$ cat src/rtl/count_bcd_display_if.sv
// Bundles the count input, converted BCD result and display pins of count_bcd_display.
interface count_bcd_display_if #(
  parameter int unsigned n = 4
) ();
  logic [n-1:0] count_in;
  logic [15:0]  bcd;
  logic         busy;
  logic         conv_done;
  logic [3:0]   an;
  logic [6:0]   seg;

  modport slave (
    input  count_in,
    output bcd,
    output busy,
    output conv_done,
    output an,
    output seg
  );

  modport master (
    output count_in,
    input  bcd,
    input  busy,
    input  conv_done,
    input  an,
    input  seg
  );
endinterface

$ cat src/rtl/count_bcd_display.sv
// Binary count to BCD via sequential double-dabble, latched and shown on a
// 4-digit multiplexed active-low seven-segment display with leading-zero blanking.
module count_bcd_display #(
  parameter int unsigned n           = 4,
  parameter int unsigned REFRESH_DIV = 100000
) (
  input logic               clk,
  input logic               reset,
  count_bcd_display_if.slave bus
);

  localparam int unsigned BitW = (n > 1) ? $clog2(n) : 1;
  localparam int unsigned RefW = $clog2(REFRESH_DIV);

  typedef enum logic [1:0] {StIdle, StShift, StDone} state_e;

  state_e          state_q, state_d;
  logic [n-1:0]    shadow_q, shadow_d;
  logic [n-1:0]    last_q, last_d;
  logic [15:0]     work_q, work_d;
  logic [15:0]     bcd_q, bcd_d;
  logic [BitW-1:0] bit_cnt_q, bit_cnt_d;
  logic [15:0]     work_adj;

  logic [RefW-1:0] ref_cnt_q, ref_cnt_d;
  logic [1:0]      idx_q, idx_d;
  logic [3:0]      an_q, an_d;
  logic [6:0]      seg_q, seg_d;
  logic [3:0]      blank;

  function automatic logic [6:0] seg_decode(input logic [3:0] digit);
    unique case (digit)
      4'd0:    seg_decode = 7'h40;
      4'd1:    seg_decode = 7'h79;
      4'd2:    seg_decode = 7'h24;
      4'd3:    seg_decode = 7'h30;
      4'd4:    seg_decode = 7'h19;
      4'd5:    seg_decode = 7'h12;
      4'd6:    seg_decode = 7'h02;
      4'd7:    seg_decode = 7'h78;
      4'd8:    seg_decode = 7'h00;
      4'd9:    seg_decode = 7'h10;
      default: seg_decode = 7'h7F;
    endcase
  endfunction

  always_comb begin
    work_adj = work_q;
    for (int i = 0; i < 4; i++) begin
      if (work_q[4*i +: 4] >= 4'd5) begin
        work_adj[4*i +: 4] = work_q[4*i +: 4] + 4'd3;
      end
    end
  end

  always_comb begin
    state_d   = state_q;
    shadow_d  = shadow_q;
    last_d    = last_q;
    work_d    = work_q;
    bcd_d     = bcd_q;
    bit_cnt_d = bit_cnt_q;
    unique case (state_q)
      StIdle: begin
        if (bus.count_in != last_q) begin
          shadow_d  = bus.count_in;
          work_d    = '0;
          bit_cnt_d = '0;
          state_d   = StShift;
        end
      end
      StShift: begin
        work_d    = {work_adj[14:0], shadow_q[n-1]};
        // Rotate rather than shift so shadow holds the source value again after n steps.
        shadow_d  = (shadow_q << 1) | (shadow_q >> (n - 1));
        bit_cnt_d = bit_cnt_q + BitW'(1);
        if (bit_cnt_q == BitW'(n - 1)) begin
          state_d = StDone;
        end
      end
      StDone: begin
        bcd_d   = work_q;
        last_d  = shadow_q;
        state_d = StIdle;
      end
      default: state_d = StIdle;
    endcase
  end

  // A position is blank when it and every position above it hold zero.
  always_comb begin
    blank[3] = (bcd_q[15:12] == 4'd0);
    blank[2] = blank[3] && (bcd_q[11:8] == 4'd0);
    blank[1] = blank[2] && (bcd_q[7:4] == 4'd0);
    blank[0] = 1'b0;
  end

  always_comb begin
    ref_cnt_d = ref_cnt_q + RefW'(1);
    idx_d     = idx_q;
    an_d      = an_q;
    seg_d     = seg_q;
    if (ref_cnt_q == RefW'(REFRESH_DIV - 1)) begin
      ref_cnt_d = '0;
      idx_d     = idx_q + 2'd1;
      an_d      = ~(4'b0001 << idx_d);
      seg_d     = blank[idx_d] ? 7'h7F : seg_decode(bcd_q[{idx_d, 2'b00} +: 4]);
    end
  end

  always_ff @(posedge clk) begin
    if (reset) begin
      state_q   <= StIdle;
      shadow_q  <= '0;
      last_q    <= '0;
      work_q    <= '0;
      bcd_q     <= '0;
      bit_cnt_q <= '0;
      ref_cnt_q <= '0;
      idx_q     <= 2'd0;
      an_q      <= 4'b1110;
      seg_q     <= 7'h40;
    end else begin
      state_q   <= state_d;
      shadow_q  <= shadow_d;
      last_q    <= last_d;
      work_q    <= work_d;
      bcd_q     <= bcd_d;
      bit_cnt_q <= bit_cnt_d;
      ref_cnt_q <= ref_cnt_d;
      idx_q     <= idx_d;
      an_q      <= an_d;
      seg_q     <= seg_d;
    end
  end

  assign bus.bcd       = bcd_q;
  assign bus.busy      = (state_q != StIdle);
  assign bus.conv_done = (state_q == StDone);
  assign bus.an        = an_q;
  assign bus.seg       = seg_q;

endmodule

$ cat src/flat_wrapper.sv
// flat-port wrapper written by rule: the top's interface ports become plain ports
module count_bcd_display_flat 
#(
  parameter int unsigned n           = 4,
  parameter int unsigned REFRESH_DIV = 100000
)
  (clk, reset, bus_count_in, bus_bcd, bus_busy, bus_conv_done, bus_an, bus_seg);
  count_bcd_display_if #(.n(n)) bus_i ();
  input logic clk;
  input logic reset;
  input wire logic [$bits(bus_i.count_in)-1:0] bus_count_in;
  output wire logic [$bits(bus_i.bcd)-1:0] bus_bcd;
  output wire logic [$bits(bus_i.busy)-1:0] bus_busy;
  output wire logic [$bits(bus_i.conv_done)-1:0] bus_conv_done;
  output wire logic [$bits(bus_i.an)-1:0] bus_an;
  output wire logic [$bits(bus_i.seg)-1:0] bus_seg;
  assign bus_i.count_in = bus_count_in;
  assign bus_bcd = bus_i.bcd;
  assign bus_busy = bus_i.busy;
  assign bus_conv_done = bus_i.conv_done;
  assign bus_an = bus_i.an;
  assign bus_seg = bus_i.seg;
  count_bcd_display #(.n(n), .REFRESH_DIV(REFRESH_DIV)) u_core (.clk(clk), .reset(reset), .bus(bus_i));
endmodule
$ cat config.mk
export PLATFORM = sky130hd
export DESIGN_NAME = count_bcd_display_flat
export DESIGN_NICKNAME = d
export VERILOG_FILES = /design/src/rtl/count_bcd_display_if.sv /design/src/rtl/count_bcd_display.sv /design/src/flat_wrapper.sv
export SDC_FILE = /design/constraint.sdc
export NUM_CORES = 1
export LEC_CHECK = 0
export CAP_MARGIN = 20
export CORE_ASPECT_RATIO = 1.4
export CORE_UTILIZATION = 57
export CTS_BUF_LIST = sky130_fd_sc_hd__clkbuf_8 sky130_fd_sc_hd__clkbuf_16
export CTS_CLUSTER_DIAMETER = 150
export DETAILED_ROUTE_END_ITERATION = 10
export PLACE_DENSITY = 0.92
export SKIP_CTS_REPAIR_TIMING = 1
export SLEW_MARGIN = 20
export SYNTH_ARGS = -nofsm -noshare
export SYNTH_HDL_FRONTEND = slang
export SYNTH_SLANG_ARGS = --single-unit
$ cat constraint.sdc
create_clock -name clk -period 3.7 [get_ports clk]
set_clock_uncertainty 0.2 [all_clocks]
set_input_delay 0.37 -clock clk [delete_from_list [all_inputs] [get_ports clk]]
set_output_delay 0.37 -clock clk [all_outputs]
set_load 0.05 [all_outputs]
==> impl_summary.txt, run 1 <==
----------------------------------------------------
[Run status]
  Run status ... complete, no violations

[Cells and area]
  Number of nets in the final layout ... 473
  Leading cell types in the layout, fill and taps excluded ... sky130_fd_sc_hd__dfxtp_1, sky130_fd_sc_hd__nand2_1, sky130_fd_sc_hd__nor2_1, sky130_fd_sc_hd__a21oi_1, sky130_fd_sc_hd__clkdlybuf4s50_1
  ANT cells ... 0
  Final Core Density ... roughly 69%
  Area Growth Syn to Fin ... 15.3%
  Most frequent standard cell in the layout excluding fill and tap cells ... sky130_fd_sc_hd__dfxtp_1
  Layout cells sized above 1 ... between 6 and 7%

[Worst setup path]
  Top fanout value on the critical path ... 9
  Launching element type of the critical path ... register
  Required @ worst endpoint ... around 3.8 ns
  Reg2Reg Depth ... 9
  Worst flop-to-flop path endpoint ... u_core.bus.seg[3]$_SDFFE_PP0N_
  Setup crit start ... u_core.idx_q[0]$_SDFFE_PP0N_
  CP endpoint kind ... register
  Reg-to-reg critical path startpoint ... u_core.idx_q[0]$_SDFFE_PP0N_
  Signal arrival time at the worst endpoint ... ~3.2 ns
  Crit Path Class ... reg2reg
  R2R Setup Slk ... between 0.6 and 0.7 ns

[Die]
  Initial core utilization ... between 50 and 60%
  Die width ... 68.8 um
  Count of boundary I/O pins ... 35
  Number of cell rows ... 33
  Std-Cell Core Area ... a little under 0.006 sq mm
  Chip Height ... roughly 96 um
  Area enclosed by the die boundary ... approximately 0.0066 sq mm

[Placed design]
  Number of buffers inserted by port buffering ... 34
  Setup WS pre-CTS ... ~0.66 ns
  Final Wtd Congestion ... approximately 0.86
  Estimated wirelength of the detail-placed design ... about 5400 um

[Worst hold path]
  Hold worst-path end ... u_core.bus.bcd[15]$_SDFFE_PP0P_
  Hold WC Path Type ... reg2reg
  Number of instances on the worst hold path ... 2
  Startpoint of the lowest-slack hold path ... u_core.work_q[15]$_SDFFE_PP0P_

[Drt]
  Via count ... roughly 3000
  Iteration-0 DRC Markers ... between 150 and 200
  DRT Pass-1 Iters ... 5
  Routed vias/inst ... about 5.8
  Count of unresolved DRC violations after routing ... 0
  Routed len/inst ... 14.8 um
  Routed wire length ... 7720 um
  Residual antenna-violating net count after detailed routing ... 0

[STA]
  Slew Viols, Final ... 0
  Worst slew margin relative to its limit ... between 50% and 60%
  Achievable frequency ... about 320 MHz
  Final-layout setup total negative slack ... 0 ns
  Worst-margin pin slew ... 0.660 ns
  Time the worst path needs with I/O delays and setup ... 3.09 ns
  Number of endpoints with negative hold slack in the final report ... 0
  Unrepaired setup endpoints after global routing ... no
  Final worst-path cycle share ... 83.6%
  Smallest setup slack after layout ... ~0.61 ns
  Final setup fails ... 0

[Clocking]
  H-Tree Level Count ... 3
  Sink count of the clock tree ... 74
  Deepest clock path buffer count ... 2
  Clock tree from TritonCTS ... done
  CTS clock-pin slew for the worst setup and hold paths ... 0.08 ns
  Inserted Clock Buffers ... 9
  Clock insertion delay at the later pin of the skew report ... around 0.36 ns
  Clk root buf ... sky130_fd_sc_hd__clkbuf_8

[GRT]
  Total global routing overflow ... 0
  Antenna violations before repair ... 0
  Vias in the first global route ... around 2900
  Maximum number of pins on one net before global-route repair ... a little under 60
  Total routing usage reported by global routing ... 26.0%
  First-pass GRT wire length ... 12700 um

[Yosys]
  Post-synthesis register bit count ... 74
  Count of cell types in the netlist ... 44
  Sequential element share of the synthesized area ... between 40% and 50%
  Proportion of register bits with asynchronous set or reset after synthesis ... 0%
  EDFF count, synth ... 0
  Average instance area after synthesis ... between 8 and 9 sq um
  Number of synthesis warnings ... 0
  Cell area after synthesis ... about 0.0036 sq mm
  Most used DFF post-synth ... sky130_fd_sc_hd__dfxtp_1
  Total nets after synthesis ... roughly 450
  Number of instances in the synthesized netlist ... 421

[Pwr]
  Power density over the cells ... 362 mW/mm^2
  IR drop worst, VDD ... 254 uV
  Total leakage power ... between 1 and 1.5 nW

[Flow run]
  Max-cap viol count ... 0

----------------------------------------------------
## where the power goes
group          internal (mW)  switching, mW
Sequential             0.804        0.00824
Combinational         0.0211         0.0340
Clock                  0.308          0.314
## through the flow
step                      instance area (sq um)  hold slack, ns  instances  total power, mW
after floorplan                            3560           0.230        421            0.869
after global placement                     3920           0.244        507            0.883
after detailed placement                   3920           0.257        507            0.885
after CTS                                  4110           0.272        523             1.50
after global routing                       4110           0.294        523             1.54
final                                      4110           0.272        523             1.49
## final cells by class
type,instances,area [sq um]
Inverter,16,60.1
Multi-Input combinational cell,307,1910
Clock inverter,7,70.1
Tap cell,70,87.6
Clock buffer,9,124
Sequential cell,74,1480
Timing Repair Buffer,40,380
Fill cell,454,1830
## sequential cells by signal, indices dropped and copies added (netlist names), 4 cells and up
| signal | count |
|---|---|
| u_core.bus.an | 4 |
| u_core.bus.bcd | 16 |
| u_core.bus.seg | 7 |
| u_core.last_q | 4 |
| u_core.ref_cnt_q | 17 |
| u_core.shadow_q | 4 |
| u_core.work_q | 16 |
## cell families after synthesis
family,after synthesis,share of synthesized area [%]
AO/OA/AOI/OAI,81,13.9
AND/OR/NAND/NOR,171,22.1
flip-flops,74,41.6
multiplexers,11,4.67
buffers and inverters,40,4.91
adder cells (fa/ha/maj),19,6.67
XOR/XNOR,25,6.14
## worst max-delay path, cell delays in order (launching register included)
cell	delay, ns
sky130_fd_sc_hd__dfxtp_1	0.56
sky130_fd_sc_hd__inv_1	0.16
sky130_fd_sc_hd__ha_1	0.55
sky130_fd_sc_hd__mux4_1	0.66
sky130_fd_sc_hd__inv_1	0.15
sky130_fd_sc_hd__ha_1	0.24
sky130_fd_sc_hd__and2_1	0.15
sky130_fd_sc_hd__nor3_1	0.17
sky130_fd_sc_hd__nor3_1	0.07
sky130_fd_sc_hd__nor3_1	0.12
## worst max path at each step
stage | depth (start not counted) | slack, ns | to
detailed placement | 9 | 0.66 | u_core.bus.seg[3]$_SDFFE_PP0N_
global route | 9 | 0.44 | u_core.bus.seg[3]$_SDFFE_PP0N_
CTS | 9 | 0.64 | u_core.bus.seg[3]$_SDFFE_PP0N_
global placement | 9 | 0.81 | u_core.bus.seg[3]$_SDFFE_PP0N_
floorplan | 11 | 1.10 | u_core.bus.seg[3]$_SDFFE_PP0N_
finish | 9 | 0.61 | u_core.bus.seg[3]$_SDFFE_PP0N_
## cell usage after synthesis (9+ instances only)
cell type                  count  area, sq um
sky130_fd_sc_hd__a21oi_1      39          195
sky130_fd_sc_hd__a22oi_1       9         67.6
sky130_fd_sc_hd__clkbuf_1     13         48.8
sky130_fd_sc_hd__dfxtp_1      74         1480
sky130_fd_sc_hd__ha_1         19          238
sky130_fd_sc_hd__inv_1        16         60.1
sky130_fd_sc_hd__nand2_1      60          225
sky130_fd_sc_hd__nand3_1       9         45.0
sky130_fd_sc_hd__nor2_1       48          180
sky130_fd_sc_hd__nor3_1       16         80.1
sky130_fd_sc_hd__o21ai_0      10         50.1
sky130_fd_sc_hd__xnor2_1      17          149
## layer usage
| layer | up-vias | global-route usage, % | share of wire [%] |
|---|---|---|---|
| met4 | 0 | 11.9 | 3.0 |
| met5 | - | 0 | 0 |
| met2 | 75 | 46.9 | 54 |
| met1 | 1458 | 27.7 | 40 |
| met3 | 21 | 6.10 | 3.1 |
| li1 | 1491 | - | - |
No activity file was read; power rests on OpenSTA's default activity.
==> run 2: changes to the inputs <==
--- a/config.mk
+++ b/config.mk
@@ -7,11 +7,11 @@
 export LEC_CHECK = 0
 export CAP_MARGIN = 20
 export CORE_ASPECT_RATIO = 1.4
-export CORE_UTILIZATION = 57
+export CORE_UTILIZATION = 51
 export CTS_BUF_LIST = sky130_fd_sc_hd__clkbuf_8 sky130_fd_sc_hd__clkbuf_16
 export CTS_CLUSTER_DIAMETER = 150
 export DETAILED_ROUTE_END_ITERATION = 10
-export PLACE_DENSITY = 0.92
+export PLACE_DENSITY = 0.87
 export SKIP_CTS_REPAIR_TIMING = 1
 export SLEW_MARGIN = 20
 export SYNTH_ARGS = -nofsm -noshare
==> constraint.sdc (replaced) <==
create_clock -name clk -period 2.5 [get_ports clk]
set_clock_uncertainty 0.2 [all_clocks]
set_input_delay 0.25 -clock clk [delete_from_list [all_inputs] [get_ports clk]]
set_output_delay 0.25 -clock clk [all_outputs]
set_load 0.05 [all_outputs]
==> run 2 against run 1 <==
Non-clock buffer count rose by 5; combinational power rose by 52%; die area rose by 11%; core utilization fell by 6.0 points; sequential cell count did not move; clock-buffer cell count rose by 1; total power rose by 48%; first-iteration DRC count fell by 49%; sequential share of layout area fell by 0.74 points; fmax rose by 31%; sequential power rose by 48%; hold slack got worse by 0.12 ns; critical endpoint is now u_core.bus.seg[6]$_SDFFE_PP1N_.
==> impl_summary.txt, run 2 (synthesized netlist as in run 1, its figures left out) <==
----------------------------------------------------
[Worst setup path]
  Signal arrival time at the worst endpoint ... 2.39 ns (-0.78 ns)
  Launching element type of the critical path ... register
  Required @ worst endpoint ... 2.53 ns (-1.25 ns)
  CP endpoint kind ... register
  Top fanout value on the critical path ... 6 (-3)
  Setup crit start ... u_core.idx_q[1]$_SDFFE_PP0N_
  Crit Path Class ... reg2reg
  Reg2Reg Depth ... 8 (-1)
  Reg-to-reg critical path startpoint ... u_core.idx_q[1]$_SDFFE_PP0N_

[Die]
  Std-Cell Core Area ... 0.00666 sq mm (+12%)
  Number of cell rows ... 35 (+6.1%)
  Initial core utilization ... 53.6% (-6.4 points)
  Chip Height ... 101 um (+5.6%)
  Die width ... 72.7 um (+5.5%)
  Area enclosed by the die boundary ... 0.00733 sq mm (+11%)
  Count of boundary I/O pins ... 35 (unchanged)

[Pwr]
  Net switching component of the power ... 0.506 mW (+42%)
  Total leakage power ... 1.52 nW (+3.2%)
  IR drop worst, VDD ... 377 uV (+48%)
  Internal power ... 1.70 mW (+50%)
  Power share of the combinational group ... 3.8% (about the same)
  Power density over the cells ... 525 mW/mm^2 (+45%)
  Sequential group share of total power ... 54.4% (about the same)
  Share of power burned in the clock network ... 41.8% (about the same)
  Switching share of power ... 22.9% (-1.0 points)

[STA]
  Final worst-path cycle share ... 94.3% (+11 points)
  Time the worst path needs with I/O delays and setup ... 2.36 ns (-0.735 ns)
  Unrepaired setup endpoints after global routing ... no
  Slew Viols, Final ... 0 (unchanged)
  Final-layout worst hold slack ... 0.154 ns (-0.118 ns)
  Worst-margin pin slew ... 0.675 ns (+0.0148 ns)
  Number of endpoints with negative hold slack in the final report ... 0 (unchanged)
  Final setup fails ... 0 (unchanged)
  Achievable frequency ... 424 MHz (+31%)
  Final-layout setup total negative slack ... 0 ns (unchanged)
  Worst slew margin relative to its limit ... 55.0% (-1.0 points)

[Drt]
  Count of unresolved DRC violations after routing ... 0 (unchanged)
  Routed wire length ... 7600 um (-1.6%)
  Residual antenna-violating net count after detailed routing ... 0 (unchanged)
  Routed len/inst ... 13.8 um (-6.4%)
  Via count ... 3026 (-0.62%)
  Routed vias/inst ... 5.50 (-5.5%)
  Iteration-0 DRC Markers ... 89 (-49%)
  DRT Pass-1 Iters ... 4 (-1)

[Worst hold path]
  Hold WC Path Type ... in2reg
  Number of instances on the worst hold path ... 2 (unchanged)
  Startpoint of the lowest-slack hold path ... reset

[Cells and area]
  Leading cell types in the layout, fill and taps excluded ... sky130_fd_sc_hd__dfxtp_1, sky130_fd_sc_hd__nand2_1, sky130_fd_sc_hd__nor2_1, sky130_fd_sc_hd__a21oi_1, sky130_fd_sc_hd__clkdlybuf4s50_1
  Layout cells sized above 1 ... 9.39% (+2.8 points)
  Number of nets in the final layout ... 478 (+1.1%)
  Filler Cell Count ... 560 (+23%)
  Top reg by flops ... u_core.ref_cnt_q
  Multi-input gate area in the final layout ... 0.00192 sq mm (+0.72%)
  Count of non-filler cells in the finished layout ... 550 (+5.2%)
  Largest register FFs ... 17 (unchanged)
  Area Growth Syn to Fin ... 18.0%
  ANT cells ... 0 (unchanged)
  Most frequent standard cell in the layout excluding fill and tap cells ... sky130_fd_sc_hd__dfxtp_1
  Area of all sequential standard cells ... 0.00148 sq mm (+0.17%)

[Placed design]
  Estimated wirelength of the detail-placed design ... 5410 um (-0.56%)
  Number of buffers inserted by port buffering ... 34 (unchanged)
  Number of instances in the placed design ... 534 (+5.3%)
  Final Wtd Congestion ... 0.858 (+0.29%)

[Clocking]
  CTS clock-pin slew for the worst setup and hold paths ... 0.08 ns (about the same)
  H-Tree Level Count ... 3 (unchanged)
  Clock tree from TritonCTS ... done
  Clk root buf ... sky130_fd_sc_hd__clkbuf_8
  Clock insertion delay at the later pin of the skew report ... 0.35 ns (about the same)
  Sink count of the clock tree ... 74 (unchanged)
  Inserted Clock Buffers ... 9 (unchanged)
  Deepest clock path buffer count ... 2 (unchanged)

[GRT]
  Total routing usage reported by global routing ... 22.1% (-3.9 points)
  First-pass GRT wire length ... 12600 um (-0.81%)
  Vias in the first global route ... 2922 (+1.3%)
  Maximum number of pins on one net before global-route repair ... 32 (-46%)
  Total global routing overflow ... 0 (unchanged)
  Antenna violations before repair ... 0 (unchanged)

[Flow run]
  Max-cap viol count ... 0 (unchanged)

[Run status]
  Run status ... complete, no violations

----------------------------------------------------
-- run 2: changes by cell type in the layout (fill, tap and decap cells not counted), moves of 2 or more --
| cell | delta |
|---|---|
| sky130_fd_sc_hd__buf_4 | +5 |
| sky130_fd_sc_hd__inv_2 | +4 |
| sky130_fd_sc_hd__clkinvlp_4 | -3 |
| sky130_fd_sc_hd__inv_1 | -2 |
| sky130_fd_sc_hd__dfxtp_1 | -2 |
| sky130_fd_sc_hd__dfxtp_2 | +2 |
-- run 2: final timing paths --
kind	to	slack [ns]
worst max-delay path	u_core.bus.seg[6]$_SDFFE_PP1N_	0.14
worst min-delay path	u_core.bit_cnt_q[1]$_SDFFE_PP0P_	0.15
worst max register to register	u_core.bus.seg[6]$_SDFFE_PP1N_	0.14
worst min register to register	u_core.ref_cnt_q[0]$_SDFF_PP0_	0.27
-- run 2: layout make-up --
type	count	area share, %
tap	92	2.74
clock inverter	6	1.40
sequential	74	35.3
timing repair buffer	45	10.2
inverter	16	1.43
clock buffer	10	3.27
multi-input combinational	307	45.7
-- run 2: power groups by stage --
stage / Clock, mW / Sequential (mW) / Combinational [mW]
finish: 0.924 / 1.20 / 0.0840
global route: 0.993 / 1.20 / 0.0918
CTS: 0.936 / 1.20 / 0.0843
detailed placement: 0 / 1.23 / 0.0840
global placement: 0 / 1.23 / 0.0819
floorplan: 0 / 1.22 / 0.0621
-- run 2: routing by layer --
layer  track usage (%)  share of wire, %  up-vias
met3              4.30               2.9       21
met4              13.7               3.4        0
met2              39.4                52       58
met1              23.5                41     1436
met5                 0                 0        -
li1                  -                 -     1511
-- run 2: per-stage QoR --
| stage | cell area (sq um) | power, mW | setup WS [ns] | utilization [%] |
|---|---|---|---|---|
| after global placement | 3990 | 1.31 | 0.124 | 59.9 |
| after global routing | 4210 | 2.29 | 0.00994 | 63.2 |
| final | 4210 | 2.21 | 0.144 | 63.2 |
| after CTS | 4190 | 2.22 | 0.00110 | 62.9 |
| after floorplan | 3560 | 1.29 | 0.00242 | - |
| after detailed placement | 3990 | 1.31 | 0.0347 | 59.9 |
-- run 2: critical path, cell delays in order (launching register included) --
cell and delay, ns:
sky130_fd_sc_hd__dfxtp_2 0.34, sky130_fd_sc_hd__inv_2 0.05, sky130_fd_sc_hd__ha_4 0.29, sky130_fd_sc_hd__buf_4 0.15
sky130_fd_sc_hd__mux4_2 0.57, sky130_fd_sc_hd__o21ai_1 0.18, sky130_fd_sc_hd__o21ai_2 0.12, sky130_fd_sc_hd__nor4_1 0.25
sky130_fd_sc_hd__nor2_1 0.08
==> run 3: changes to the inputs <==
--- a/config.mk
+++ b/config.mk
@@ -7,12 +7,14 @@
 export LEC_CHECK = 0
 export CAP_MARGIN = 20
 export CORE_ASPECT_RATIO = 1.4
-export CORE_UTILIZATION = 51
+export CORE_UTILIZATION = 30
 export CTS_BUF_LIST = sky130_fd_sc_hd__clkbuf_8 sky130_fd_sc_hd__clkbuf_16
 export CTS_CLUSTER_DIAMETER = 150
 export DETAILED_ROUTE_END_ITERATION = 10
-export PLACE_DENSITY = 0.87
+export DONT_BUFFER_PORTS = 1
+export PLACE_DENSITY = 0.57
 export SKIP_CTS_REPAIR_TIMING = 1
+export SKIP_LAST_GASP = 1
 export SLEW_MARGIN = 20
 export SYNTH_ARGS = -nofsm -noshare
 export SYNTH_HDL_FRONTEND = slang
==> run 3 against run 2 <==
Combinational power down 4.6%; clock-buffer cell count is the same; worst setup slack got worse by 0.027 ns; sequential share of layout area fell by 0.16 points; hold slack worse by 0.11 ns; critical path type unchanged; critical endpoint is now u_core.bus.seg[3]$_SDFFE_PP0N_; largest cell class unchanged.
==> impl_summary.txt, run 3 (synthesized netlist as in run 1, its figures left out) <==
----------------------------------------------------
[Run status]
  Run status ... complete, no violations

[STA]
  Worst slew margin relative to its limit ... 63.2% (+8.2 points)
  Slew Viols, Final ... 0 (unchanged)
  Smallest setup slack after layout ... 0.117 ns (-0.0268 ns)
  Worst-margin pin slew ... 0.552 ns (-0.123 ns)
  Time the worst path needs with I/O delays and setup ... 2.38 ns (+0.0268 ns)
  Achievable frequency ... 420 MHz (-1.1%)
  Final setup fails ... 0 (unchanged)
  Final worst-path cycle share ... 95.3% (+1.1 points)
  Number of endpoints with negative hold slack in the final report ... 0 (unchanged)
  Final-layout worst hold slack ... 0.0425 ns (-0.112 ns)

[Worst setup path]
  Setup crit start ... u_core.idx_q[0]$_SDFFE_PP0N_
  Top fanout value on the critical path ... 5 (-1)
  Signal arrival time at the worst endpoint ... 2.44 ns (+0.05 ns)
  Launching element type of the critical path ... register
  Required @ worst endpoint ... 2.56 ns (+0.03 ns)
  Crit Path Class ... reg2reg
  Reg-to-reg critical path startpoint ... u_core.idx_q[0]$_SDFFE_PP0N_
  CP endpoint kind ... register
  R2R Setup Slk ... 0.12 ns (-0.03 ns)

[Cells and area]
  Top reg by flops ... u_core.ref_cnt_q
  Area Growth Syn to Fin ... 18.5%
  Largest register FFs ... 17 (unchanged)
  Layout cells sized above 1 ... 14.3% (+4.9 points)
  ANT cells ... 0 (unchanged)
  Count of non-filler cells in the finished layout ... 591 (+7.5%)
  Final design area excluding fillers ... 0.00422 sq mm (+0.45%)
  Leading cell types in the layout, fill and taps excluded ... sky130_fd_sc_hd__dfxtp_1, sky130_fd_sc_hd__nand2_1, sky130_fd_sc_hd__nor2_1, sky130_fd_sc_hd__a21oi_1, sky130_fd_sc_hd__buf_4
  Number of nets in the final layout ... 468 (-2.1%)
  Most frequent standard cell in the layout excluding fill and tap cells ... sky130_fd_sc_hd__dfxtp_1

[Placed design]
  Cell area reported after detailed placement ... 0.00382 sq mm (-4.2%)
  Number of instances in the placed design ... 567 (+6.2%)
  Final Wtd Congestion ... 0.796 (-7.3%)
  Setup WS pre-CTS ... -0.0184 ns (-0.0531 ns)
  Number of buffers inserted by port buffering ... 0 (-100%)
  Estimated wirelength of the detail-placed design ... 5880 um (+8.6%)

[GRT]
  Vias in the first global route ... 2720 (-6.9%)
  Total global routing overflow ... 0 (unchanged)
  Antenna violations before repair ... 0 (unchanged)
  Maximum number of pins on one net before global-route repair ... 60 (+88%)
  First-pass GRT wire length ... 13300 um (+5.7%)
  Total routing usage reported by global routing ... 14.2% (-7.9 points)

[Drt]
  Iteration-0 DRC Markers ... 104 (+17%)
  Via count ... 2939 (-2.9%)
  Routed wire length ... 8310 um (+9.3%)
  Count of unresolved DRC violations after routing ... 0 (unchanged)
  Routed len/inst ... 14.1 um (+1.7%)
  Routed vias/inst ... 4.97 (-9.6%)
  DRT Pass-1 Iters ... 4 (unchanged)
  Residual antenna-violating net count after detailed routing ... 0 (unchanged)

[Pwr]
  Power density over the cells ... 577 mW/mm^2 (+9.8%)
  Power after layout ... 2.44 mW (+10%)
  IR drop worst, VDD ... 261 uV (-31%)
  Switching share of power ... 21.9% (-0.99 points)
  Internal power ... 1.90 mW (+12%)
  Total leakage power ... 1.56 nW (+2.9%)
  Net switching component of the power ... 0.534 mW (+5.6%)
  Power share of the combinational group ... 3.3% (-0.5 points)
  Share of power burned in the clock network ... 47.3% (+5.5 points)
  Sequential group share of total power ... 49.4% (-5.0 points)

[Die]
  Area enclosed by the die boundary ... 0.0123 sq mm (+68%)
  Chip Height ... 131 um (+30%)
  Number of cell rows ... 46 (+31%)
  Count of boundary I/O pins ... 35 (unchanged)
  Die width ... 94.1 um (+30%)
  Std-Cell Core Area ... 0.0115 sq mm (+72%)
  Initial core utilization ... 31.1% (-22 points)

[Clocking]
  CTS clock-pin slew for the worst setup and hold paths ... 0.06 ns (-0.02 ns)
  H-Tree Level Count ... 3 (unchanged)
  Inserted Clock Buffers ... 9 (unchanged)
  Sink count of the clock tree ... 74 (unchanged)
  Clock tree from TritonCTS ... done
  Clk root buf ... sky130_fd_sc_hd__clkbuf_16
  Deepest clock path buffer count ... 2 (unchanged)
  Clock insertion delay at the later pin of the skew report ... 0.34 ns (about the same)

[Worst hold path]
  Hold WC Path Type ... in2reg
  Startpoint of the lowest-slack hold path ... reset

[Flow run]
  Max-cap viol count ... 0 (unchanged)

----------------------------------------------------
[run 3: cell types whose count changed in the layout (fill, tap and decap cells not counted), sizes merged]
cell           previous run  this run
clkdlybuf4s50            32         0
inv                      18        19
dlygate4sd3               0         2
clkinvlp                  1         0
buf                      13        33
bufinv                    1         0
[run 3: through the flow]
| stage | utilization [%] | TNS [ns] |
|---|---|---|
| after floorplan | - | 0 |
| after global placement | 33.4 | 0 |
| after detailed placement | 33.4 | -0.0184 |
| after CTS | 35.7 | -0.0460 |
| after global routing | 36.9 | -0.0235 |
| final | 36.9 | 0 |
[run 3: power by group through the flow]
stage                     combinational [mW]  clock [mW]  sequential [mW]
final                                 0.0801        1.15             1.20
after global routing                  0.0895        1.24             1.20
after CTS                             0.0589        1.18             1.20
after detailed placement              0.0588           0             1.23
after global placement                0.0577           0             1.23
after floorplan                       0.0621           0             1.22
[run 3: critical path, stage by stage, from the launching register on]
cell                      delay [ns]
sky130_fd_sc_hd__dfxtp_2        0.33
sky130_fd_sc_hd__inv_2          0.05
sky130_fd_sc_hd__ha_4           0.29
sky130_fd_sc_hd__mux4_2         0.56
sky130_fd_sc_hd__inv_2          0.12
sky130_fd_sc_hd__ha_4           0.21
sky130_fd_sc_hd__and2_4         0.14
sky130_fd_sc_hd__nor3_4         0.17
sky130_fd_sc_hd__nor3_2         0.05
sky130_fd_sc_hd__nor3_1         0.17
[run 3: path summary, 6_finish.rpt]
path                                    endpoint  cells after the start
hold reg to reg   u_core.ref_cnt_q[0]$_SDFF_PP0_                      1
setup / recovery  u_core.bus.seg[3]$_SDFFE_PP0N_                      9
hold / removal      u_core.idx_q[1]$_SDFFE_PP0N_                      2
setup reg to reg  u_core.bus.seg[3]$_SDFFE_PP0N_                      9
[run 3: final cells by class]
class | count | area [sq um]
clock buffer | 10 | 239
clock inverter | 5 | 25.0
fill | 1175 | 7230
inverter | 16 | 60.1
multi-input combinational | 307 | 1950
sequential | 74 | 1480
tap | 144 | 180
timing repair buffer | 35 | 288
[run 3: metal layers]
layer  share of wire [%]  global-route usage, %
met1                  41                   15.4
met2                  52                   25.2
met3                 5.0                   4.46
met4                 2.0                   6.06
met5                   0                      0
